<file path="config.mk">
export PLATFORM = sky130hd
export DESIGN_NAME = caliptra_fpga_sync_axil_arb
export DESIGN_NICKNAME = d
export VERILOG_FILES = /design/src/rtl/caliptra_fpga_sync_axil_arb.sv
export SDC_FILE = /design/constraint.sdc
export NUM_CORES = 1
export LEC_CHECK = 0
export CAP_MARGIN = 20
export CORE_AREA = 2 2 257 259
export CTS_CLUSTER_SIZE = 40
export DETAILED_ROUTE_END_ITERATION = 16
export DIE_AREA = 0 0 259 261
export PLACE_DENSITY = 0.3
export SLEW_MARGIN = 10
export SYNTH_ARGS = -nofsm -noshare
export SYNTH_HDL_FRONTEND = slang
export SYNTH_SLANG_ARGS = --single-unit
</file>
<file path="constraint.sdc">
create_clock -name aclk -period 2.3 [get_ports aclk]
set_input_delay 0.46 -clock aclk [delete_from_list [all_inputs] [get_ports aclk]]
set_output_delay 0.46 -clock aclk [all_outputs]
set_load 0.02 [all_outputs]
</file>
<file path="src/rtl/caliptra_fpga_sync_axil_arb.sv">
// 2:1 AXI4-Lite arbiter in front of the FPGA sync block's AXI4-Lite slave.
// Read and write paths are arbitrated independently with round-robin, and each
// allows one outstanding transaction. There is no payload buffering: downstream
// valids and payloads are routed combinationally from the granted requester.
//
// Ports (index i of a 2-wide vector is requester i):
//   aclk, rst                     clock, asynchronous active-high reset
//   s_aw*/s_w*/s_b*               upstream write channels, two requesters packed
//   s_ar*/s_r*                    upstream read channels, two requesters packed
//   m_aw*/m_w*/m_b*/m_ar*/m_r*    single downstream AXI4-Lite master
//   wr_gnt, rd_gnt                one-hot current grant, 0 when the path is idle
module caliptra_fpga_sync_axil_arb #(
  parameter int unsigned ADDR_W = 32,
  parameter int unsigned DATA_W = 64,
  parameter int unsigned STRB_W = DATA_W / 8
) (
  input  logic                  aclk,
  input  logic                  rst,
  // Upstream write address / data / response
  input  logic [1:0]            s_awvalid,
  input  logic [2*ADDR_W-1:0]   s_awaddr,
  input  logic [5:0]            s_awprot,
  output logic [1:0]            s_awready,
  input  logic [1:0]            s_wvalid,
  input  logic [2*DATA_W-1:0]   s_wdata,
  input  logic [2*STRB_W-1:0]   s_wstrb,
  output logic [1:0]            s_wready,
  output logic [1:0]            s_bvalid,
  output logic [3:0]            s_bresp,
  input  logic [1:0]            s_bready,
  // Upstream read address / data
  input  logic [1:0]            s_arvalid,
  input  logic [2*ADDR_W-1:0]   s_araddr,
  input  logic [5:0]            s_arprot,
  output logic [1:0]            s_arready,
  output logic [1:0]            s_rvalid,
  output logic [2*DATA_W-1:0]   s_rdata,
  output logic [3:0]            s_rresp,
  input  logic [1:0]            s_rready,
  // Downstream master
  output logic                  m_awvalid,
  output logic [ADDR_W-1:0]     m_awaddr,
  output logic [2:0]            m_awprot,
  input  logic                  m_awready,
  output logic                  m_wvalid,
  output logic [DATA_W-1:0]     m_wdata,
  output logic [STRB_W-1:0]     m_wstrb,
  input  logic                  m_wready,
  input  logic                  m_bvalid,
  input  logic [1:0]            m_bresp,
  output logic                  m_bready,
  output logic                  m_arvalid,
  output logic [ADDR_W-1:0]     m_araddr,
  output logic [2:0]            m_arprot,
  input  logic                  m_arready,
  input  logic                  m_rvalid,
  input  logic [DATA_W-1:0]     m_rdata,
  input  logic [1:0]            m_rresp,
  output logic                  m_rready,
  // Status
  output logic [1:0]            wr_gnt,
  output logic [1:0]            rd_gnt
);

  typedef enum logic [1:0] {StIdle, StAddr, StResp} state_e;

  state_e wr_state_q, wr_state_d;
  state_e rd_state_q, rd_state_d;
  logic   wr_sel_q, wr_sel_d, wr_last_q, wr_last_d;
  logic   aw_done_q, aw_done_d, w_done_q, w_done_d;
  logic   rd_sel_q, rd_sel_d, rd_last_q, rd_last_d;
  logic   aw_hs, w_hs;

  // On a tie the port that did not win last time goes; otherwise the lone requester.
  function automatic logic pick(input logic [1:0] req, input logic last);
    if (req == 2'b11) return ~last;
    return req[1];
  endfunction

  // ---------------------------------------------------------------- write path
  always_ff @(posedge aclk or posedge rst) begin
    if (rst) begin
      wr_state_q <= StIdle;
      wr_sel_q   <= 1'b0;
      wr_last_q  <= 1'b1;
      aw_done_q  <= 1'b0;
      w_done_q   <= 1'b0;
    end else begin
      wr_state_q <= wr_state_d;
      wr_sel_q   <= wr_sel_d;
      wr_last_q  <= wr_last_d;
      aw_done_q  <= aw_done_d;
      w_done_q   <= w_done_d;
    end
  end

  always_comb begin
    wr_state_d = wr_state_q;
    wr_sel_d   = wr_sel_q;
    wr_last_d  = wr_last_q;
    aw_done_d  = aw_done_q;
    w_done_d   = w_done_q;
    aw_hs      = 1'b0;
    w_hs       = 1'b0;
    s_awready  = '0;
    s_wready   = '0;
    s_bvalid   = '0;
    s_bresp    = '0;
    m_awvalid  = 1'b0;
    m_awaddr   = '0;
    m_awprot   = '0;
    m_wvalid   = 1'b0;
    m_wdata    = '0;
    m_wstrb    = '0;
    m_bready   = 1'b0;
    unique case (wr_state_q)
      StIdle: begin
        if (|s_awvalid) begin
          wr_sel_d   = pick(s_awvalid, wr_last_q);
          wr_state_d = StAddr;
        end
      end
      StAddr: begin
        m_awvalid = s_awvalid[wr_sel_q] & ~aw_done_q;
        m_awaddr  = s_awaddr[ADDR_W*wr_sel_q +: ADDR_W];
        m_awprot  = s_awprot[3*wr_sel_q +: 3];
        m_wvalid  = s_wvalid[wr_sel_q] & ~w_done_q;
        m_wdata   = s_wdata[DATA_W*wr_sel_q +: DATA_W];
        m_wstrb   = s_wstrb[STRB_W*wr_sel_q +: STRB_W];
        s_awready[wr_sel_q] = m_awready & ~aw_done_q;
        s_wready[wr_sel_q]  = m_wready & ~w_done_q;
        aw_hs = m_awvalid & m_awready;
        w_hs  = m_wvalid & m_wready;
        if (aw_hs) aw_done_d = 1'b1;
        if (w_hs)  w_done_d  = 1'b1;
        // AW and W may finish in either order, or together.
        if ((aw_done_q | aw_hs) & (w_done_q | w_hs)) wr_state_d = StResp;
      end
      StResp: begin
        s_bvalid[wr_sel_q]        = m_bvalid;
        s_bresp[2*wr_sel_q +: 2]  = m_bresp;
        m_bready                  = s_bready[wr_sel_q];
        if (m_bvalid & s_bready[wr_sel_q]) begin
          wr_state_d = StIdle;
          wr_last_d  = wr_sel_q;
          aw_done_d  = 1'b0;
          w_done_d   = 1'b0;
        end
      end
      default: wr_state_d = StIdle;
    endcase
  end

  assign wr_gnt = (wr_state_q == StIdle) ? 2'b00 : (wr_sel_q ? 2'b10 : 2'b01);

  // ----------------------------------------------------------------- read path
  always_ff @(posedge aclk or posedge rst) begin
    if (rst) begin
      rd_state_q <= StIdle;
      rd_sel_q   <= 1'b0;
      rd_last_q  <= 1'b1;
    end else begin
      rd_state_q <= rd_state_d;
      rd_sel_q   <= rd_sel_d;
      rd_last_q  <= rd_last_d;
    end
  end

  always_comb begin
    rd_state_d = rd_state_q;
    rd_sel_d   = rd_sel_q;
    rd_last_d  = rd_last_q;
    s_arready  = '0;
    s_rvalid   = '0;
    s_rdata    = '0;
    s_rresp    = '0;
    m_arvalid  = 1'b0;
    m_araddr   = '0;
    m_arprot   = '0;
    m_rready   = 1'b0;
    unique case (rd_state_q)
      StIdle: begin
        if (|s_arvalid) begin
          rd_sel_d   = pick(s_arvalid, rd_last_q);
          rd_state_d = StAddr;
        end
      end
      StAddr: begin
        m_arvalid           = s_arvalid[rd_sel_q];
        m_araddr            = s_araddr[ADDR_W*rd_sel_q +: ADDR_W];
        m_arprot            = s_arprot[3*rd_sel_q +: 3];
        s_arready[rd_sel_q] = m_arready;
        if (m_arvalid & m_arready) rd_state_d = StResp;
      end
      StResp: begin
        s_rvalid[rd_sel_q]                = m_rvalid;
        s_rdata[DATA_W*rd_sel_q +: DATA_W] = m_rdata;
        s_rresp[2*rd_sel_q +: 2]           = m_rresp;
        m_rready                           = s_rready[rd_sel_q];
        if (m_rvalid & s_rready[rd_sel_q]) begin
          rd_state_d = StIdle;
          rd_last_d  = rd_sel_q;
        end
      end
      default: rd_state_d = StIdle;
    endcase
  end

  assign rd_gnt = (rd_state_q == StIdle) ? 2'b00 : (rd_sel_q ? 2'b10 : 2'b01);

endmodule

</file>
==> results of run 1 <==
-- cell families (layout without fill, tap and decap cells) --
| kind of cell | after synthesis | in the layout | share of synthesized area, % |
|---|---|---|---|
| mux | 149 | 149 | 39.5 |
| compound gates | 14 | 14 | 2.85 |
| buf+inv | 62 | 746 | 8.27 |
| flops | 10 | 10 | 6.68 |
| simple gates | 321 | 321 | 42.7 |
-- critical path, stage by stage (launching register included) --
cell and delay, ns:
dfrtp_4 0.56, buf_12 0.16, clkbuf_16 0.18, mux2i_1 0.13, nor2_1 0.18, clkdlybuf4s15_1 0.34
-- synthesized netlist by cell type, drive strengths merged --
cell type | n | area, um^2
a21oi | 2 | 10.0
a22o | 1 | 8.76
a31o | 1 | 8.76
a31oi | 3 | 18.8
and2 | 67 | 419
and2b | 1 | 10.0
and3 | 74 | 463
buf | 36 | 215
clkbuf | 21 | 78.8
dfrtp | 8 | 200
dfstp | 2 | 52.6
inv | 5 | 18.8
mux2 | 2 | 22.5
mux2i | 147 | 1470
nand2 | 3 | 11.3
nand2b | 5 | 31.3
nand3 | 2 | 10.0
nand3b | 1 | 7.51
nor2 | 154 | 581
nor2b | 5 | 31.3
nor3 | 5 | 25.0
nor4 | 4 | 25.0
o21ba | 2 | 20.0
o22ai | 1 | 6.26
o2bb2ai | 1 | 8.76
o31a | 1 | 8.76
o32ai | 2 | 17.5
-- state kept, by name, summed over array words and instances (netlist names) --
name and flops:
aw_done_q 1, wr_state_q 2, rd_sel_q 1, w_done_q 1, rd_state_q 2, rd_last_q 1, wr_sel_q 1, wr_last_q 1
-- path summary, 6_finish.rpt --
path	start	to	slack, ns	cells past startpoint
max	wr_sel_q	m_wdata[47]	0.03	5
min	wr_last_q	wr_last_q	0.51	1
max reg2reg	wr_sel_q	aw_done_q	0.51	6
min reg2reg	wr_last_q	wr_last_q	0.51	1
max in group asynchronous	rst	rd_last_q	1.13	3
min in group asynchronous	rst	rd_sel_q	0.61	2
-- repair_timing --
item | 4_1_cts | 5_1_grt
gates resized for setup | 292 | 87
setup buffers | 2 | 4
hold buffers | 0 | 0
pin swaps | 0 | 0
gates cloned | 0 | 1
setup endpoints to repair | 281 | 89
-- final cells by class --
type / instances / area [um^2]
Sequential cell: 10 / 260
Inverter: 5 / 18.8
Fill cell: 7425 / 53300
Clock buffer: 4 / 88.8
Tap cell: 864 / 1080
Multi-Input combinational cell: 484 / 3260
Timing Repair Buffer: 737 / 7060
-- layout by cell type (no fill, tap or decap), types with 2 or more instances in the layout --
| master | Yosys | routed |
|---|---|---|
| a21oi_1 | 2 | 2 |
| dfrtp_1 | 8 | 6 |
| dfrtp_4 | 0 | 2 |
| and3_1 | 74 | 74 |
| clkbuf_16 | 0 | 4 |
| nor4_1 | 4 | 4 |
| nor2_1 | 153 | 152 |
| buf_4 | 14 | 53 |
| clkbuf_2 | 0 | 24 |
| o32ai_1 | 2 | 2 |
| mux2i_1 | 147 | 141 |
| nand2_1 | 3 | 3 |
| clkdlybuf4s15_1 | 0 | 25 |
| dlygate4sd2_1 | 0 | 234 |
| inv_1 | 5 | 5 |
| and2_1 | 67 | 67 |
| clkdlybuf4s50_1 | 0 | 371 |
| mux2i_2 | 0 | 5 |
| nor3_1 | 5 | 5 |
| dlymetal6s2s_1 | 0 | 8 |
| nand2b_1 | 5 | 4 |
| dfstp_2 | 2 | 2 |
| nand3_1 | 2 | 2 |
| mux2_2 | 2 | 2 |
| buf_6 | 0 | 2 |
| a31oi_1 | 3 | 3 |
| nor2b_1 | 5 | 5 |
| buf_12 | 0 | 17 |
-- report_power, final --
group | switching [uW] | internal (uW) | leakage [uW]
Clock | 105 | 264 | 0.0000442
Sequential | 132 | 266 | 0.000113
Combinational | 4940 | 4030 | 0.00591
Total | 5170 | 4560 | 0.00606
-- stage by stage --
stage / util (%) / std cells / cell area [um^2] / TNS (ns) / total power (uW)
3_5_place_dp: 18.4 / 2093 / 11900 / -0.838 / 10200
5_1_grt: 18.1 / 2104 / 11800 / -0.0254 / 10500
3_3_place_gp: 18.4 / 2093 / 11900 / -0.914 / 10300
2_1_floorplan: - / 556 / 3780 / 0 / 5180
4_1_cts: 18.0 / 2099 / 11700 / -0.000430 / 9810
6_report: 18.1 / 2104 / 11800 / 0 / 9740
-- routing by layer --
layer  global-route usage, %  wire length, um  vias up  share of wire [%]
met5                       0               26        -              0.079
met4                   0.771              272        4               0.82
met3                    3.17             3350       16                 10
met2                    18.4            18300      399                 55
met1                    8.45            11100     3002                 34
li1                        -                -     3257                  -
==> flow_summary.toml, run 1 <==
[clocking]
cts.clk_slew.worst_paths_ns = 0.05
clk_latency_ns = 0.24
cts_buffer_depth = 2
cts_inserted_buffers = 3
cts_root_buf = "clkbuf_16"
numClockSinks = 10
h-tree-depth = 1
cts_tree = "built"

[timing]
drv_slew = 0
fin_hold_ws_ns = 0.512
tightest_slew_ns = 0.656
skew_ns = 0.000506
setup_ws_ns = 0.0312
fin_crit_ns = 2.27
setup_viol = 0
hold_viol_final = 0
period_share_pct = 98.6
fmax_mhz = 441
rsz0062_at_grt = "true"
relSlewSlack_pct = 56.2

[critical_path]
path_class = "reg2out"
cp_max_fo = 14
worstPathRequired_ns = 1.84
cp.arrival_ns = 1.81
end_kind = "output pin"
setup.worst_path.start_class = "flop"

[floorplan]
core_mm2 = 0.0650
io_pins = 666
fp-row-count = 94
start_util_pct = 5.81
die_w_um = 259
die_y_um = 261
dieArea_mm2 = 0.0676

[synthesis]
syn_avg_cell_area_um2 = 6.80
synth_cell_types = 30
synth_warnings = 0
ys_seq_area_share_pct = 6.68
syn_area_mm2 = 0.00378
synth_cells = 556
synth_seq_cells = 10
syn-num-nets = 925

[job]
drv_cap = 0

[global_route]
grt_antenna_before_repair = 3
first_global_vias = 6978
overflow = 0
grt_util_all_layers_pct = 8.84
grt_pass1_wl_um = 45400
grt_max_degree = 48

[routing]
dr_total_vias = 6678
drc = 0
first_pass_iters = 4
drt_iter0_drc = 151
wire_per_inst_um = 15.7
routed_wl_um = 33100
ant_nets = 0
viasPerCell = 3.17

[placement]
gp_congestion = 0.801
io_buffers = 665
post-place-ws_ns = -0.299
post-dp-hpwl_um = 28500

[layout]
fin_nets = 1610
num_antenna_cells = 0
syn_to_final_growth_pct = 211
layout-drive-gt1-share_pct = 9.76

[power]
power.leakage_uw = 0.00606
irDropWorstVdd_v = 0.000296
p_per_area_mw_per_mm2 = 827

[run_status]
status = "complete, no violations"

[hold_path]
min_path_type = "reg2reg"
Power figures use the tool's default switching activity.
==> inputs of run 2 (changes only) <==
--- a/config.mk
+++ b/config.mk
@@ -5,6 +5,7 @@
 export SDC_FILE = /design/constraint.sdc
 export NUM_CORES = 1
 export LEC_CHECK = 0
+export ABC_CLOCK_PERIOD_IN_PS = 2300
 export CAP_MARGIN = 20
 export CORE_AREA = 2 2 257 259
 export CTS_CLUSTER_SIZE = 40
==> results of run 2 <==
No change in the layout: final DEF, timing and power equal those of run 1.
==> inputs of run 3 (changes only) <==
--- a/config.mk
+++ b/config.mk
@@ -7,10 +7,11 @@
 export LEC_CHECK = 0
 export ABC_CLOCK_PERIOD_IN_PS = 2300
 export CAP_MARGIN = 20
-export CORE_AREA = 2 2 257 259
+export CORE_AREA = 4 4 256 258
 export CTS_CLUSTER_SIZE = 40
 export DETAILED_ROUTE_END_ITERATION = 16
-export DIE_AREA = 0 0 259 261
+export DIE_AREA = 0 0 260 262
+export DONT_BUFFER_PORTS = 1
 export PLACE_DENSITY = 0.3
 export SLEW_MARGIN = 10
 export SYNTH_ARGS = -nofsm -noshare
==> run 3 against run 2 <==
Against the previous run: wire length shrank 22%; combinational power shrank 24%; final cell count shrank 29%; largest power group unchanged; utilization shrank 8.8 points; worst hold slack lost 0.37 ns; count of clock-buffer cells in the layout is the same; via count shrank 32%; sequential power grew 18%; sequential share of layout area grew 2.3 points; highest routed layer unchanged; first-iteration DRC count shrank 6.6%.
==> flow_summary.toml, run 3 (synthesis results as in run 1) <==
[run_status]
status = "complete, no violations"

[clocking]
cts_buffer_depth = 2
clk_latency_ns = 0.25
cts_inserted_buffers = 3
h-tree-depth = 1
cts.clk_slew.worst_paths_ns = 0.05
cts_tree = "built"
cts_root_buf = "clkbuf_16"
ctsHoldBuffers = 0
numClockSinks = 10
postCtsSetupBuffers = 0
cts.repair.resized = 0

[critical_path]
cp.arrival_ns = 1.73
worst-path-stages = 3
cp_max_fo = 28
setup.worst_path.start_class = "flop"
cp_top_family = "flip-flops"
worstReg2RegStart = "wr_sel_q"
cp_cell_sequence = "buf_4 -> mux2i_1 -> nor2_1"
cp_num_buf_inv = 1
crit_path_top_delay_cell = "dfrtp_4"
r2r_slack_ns = 0.93
slowest_delay_ns = 0.53
path_class = "reg2out"
rr_endpoint = "wr_state_q[0]"
end_kind = "output pin"
r2r_cells = 3
worstPathRequired_ns = 1.84

[routing]
wire_per_inst_um = 17.2
dr_total_vias = 4566
ant_nets = 0
first_pass_iters = 4
routed_wl_um = 25900
drt_iter0_drc = 141
drc = 0
viasPerCell = 3.04

[placement]
dp_cells = 1477
gp_congestion = 0.790
post-dp-hpwl_um = 23200
io_buffers = 0

[timing]
fin_tns_setup_ns = 0
hold_viol_final = 0
period_share_pct = 95.4
tightest_slew_ns = 0.563
drv_slew = 0
fin_crit_ns = 2.19
rsz0062_at_grt = "false"
setup_viol = 0
relSlewSlack_pct = 62.4
fmax_mhz = 456
skew_ns = 0.000525

[power]
p_per_area_mw_per_mm2 = 1310
irDropWorstVdd_v = 0.000636
power.leakage_uw = 0.00275

[global_route]
grt_util_all_layers_pct = 6.34
grt_antenna_before_repair = 19
first_global_vias = 4650
overflow = 0
grt_pass1_wl_um = 31300
grt_max_degree = 67

[layout]
fin_cells = 1504
mostFrequentLayoutCells = "153 x nor2_1, 147 x mux2i_1, 122 x buf_4"
layout_commonest_cell = "nor2_1"
syn_to_final_growth_pct = 54.1
fin_nets = 1005
reg.largest.list = "rd_state_q x2, wr_state_q x2"
layout-drive-gt1-share_pct = 23.1

[floorplan]
start_util_pct = 6.01
core_mm2 = 0.0630
die_w_um = 260
io_pins = 666
fp-row-count = 92
dieArea_mm2 = 0.0681
die_y_um = 262

[job]
drv_cap = 0

[hold_path]
min_path_type = "in2async"
## run 3: changes by cell type in the layout (fill, tap and decap cells not counted), sizes merged
cell / delta
clkdlybuf4s50: -371
dlygate4sd2: -234
buf: +59
clkdlybuf4s15: -26
clkbuf: -25
diode: +23
dlymetal6s2s: -8
## run 3: final cells by class
type	instances	area, um^2
Sequential cell	10	260
Tap cell	846	1060
Timing Repair Buffer	132	1120
Multi-Input combinational cell	484	3230
Inverter	5	18.8
Antenna cell	23	57.6
Fill cell	7357	57100
Clock buffer	4	88.8
## run 3: worst reg2reg max path, stage by stage (launching register included)
cell,delay [ns]
dfrtp_4,0.56
mux2i_1,0.19
o21ba_1,0.22
o31a_1,0.28
## run 3: through the flow
| step | util [%] | power (uW) | setup slack (ns) | cell area (um^2) | hold slack [ns] |
|---|---|---|---|---|---|
| 5_1_grt | 9.24 | 8140 | 0.0107 | 5820 | 0.204 |
| 4_1_cts | 9.16 | 7740 | 0.0699 | 5770 | 0.190 |
| 3_5_place_dp | 9.02 | 7330 | 0.360 | 5680 | 0.469 |
| 2_1_floorplan | - | 5180 | 0.345 | 3780 | 0.299 |
| 6_report | 9.26 | 7630 | 0.106 | 5830 | 0.145 |
| 3_3_place_gp | 9.02 | 7290 | 0.409 | 5680 | 0.478 |
## run 3: power by group
group	leakage (uW)	total [uW]	switching, uW	internal (uW)
registers	0.000113	468	202	266
logic	0.00259	6790	4210	2580
clock network	0.0000443	370	107	264
## run 3: worst max-delay path by stage
stage	start	to	slack, ns
global placement	wr_sel_q	m_wdata[11]	0.41
CTS	wr_sel_q	m_wdata[13]	0.07
floorplan	wr_state_q[1]	s_awready[0]	0.35
detailed placement	wr_sel_q	m_wdata[13]	0.36
finish	wr_sel_q	m_wdata[22]	0.11
global route	wr_sel_q	m_wdata[13]	0.01
## run 3: per-layer routing
| layer | track usage (%) | routed length [um] | up-vias |
|---|---|---|---|
| li1 | - | - | 2066 |
| met4 | 3.27 | 1170 | 2 |
| met3 | 2.22 | 2700 | 38 |
| met5 | 0 | 20 | - |
| met2 | 13.2 | 14500 | 408 |
| met1 | 5.09 | 7560 | 2052 |
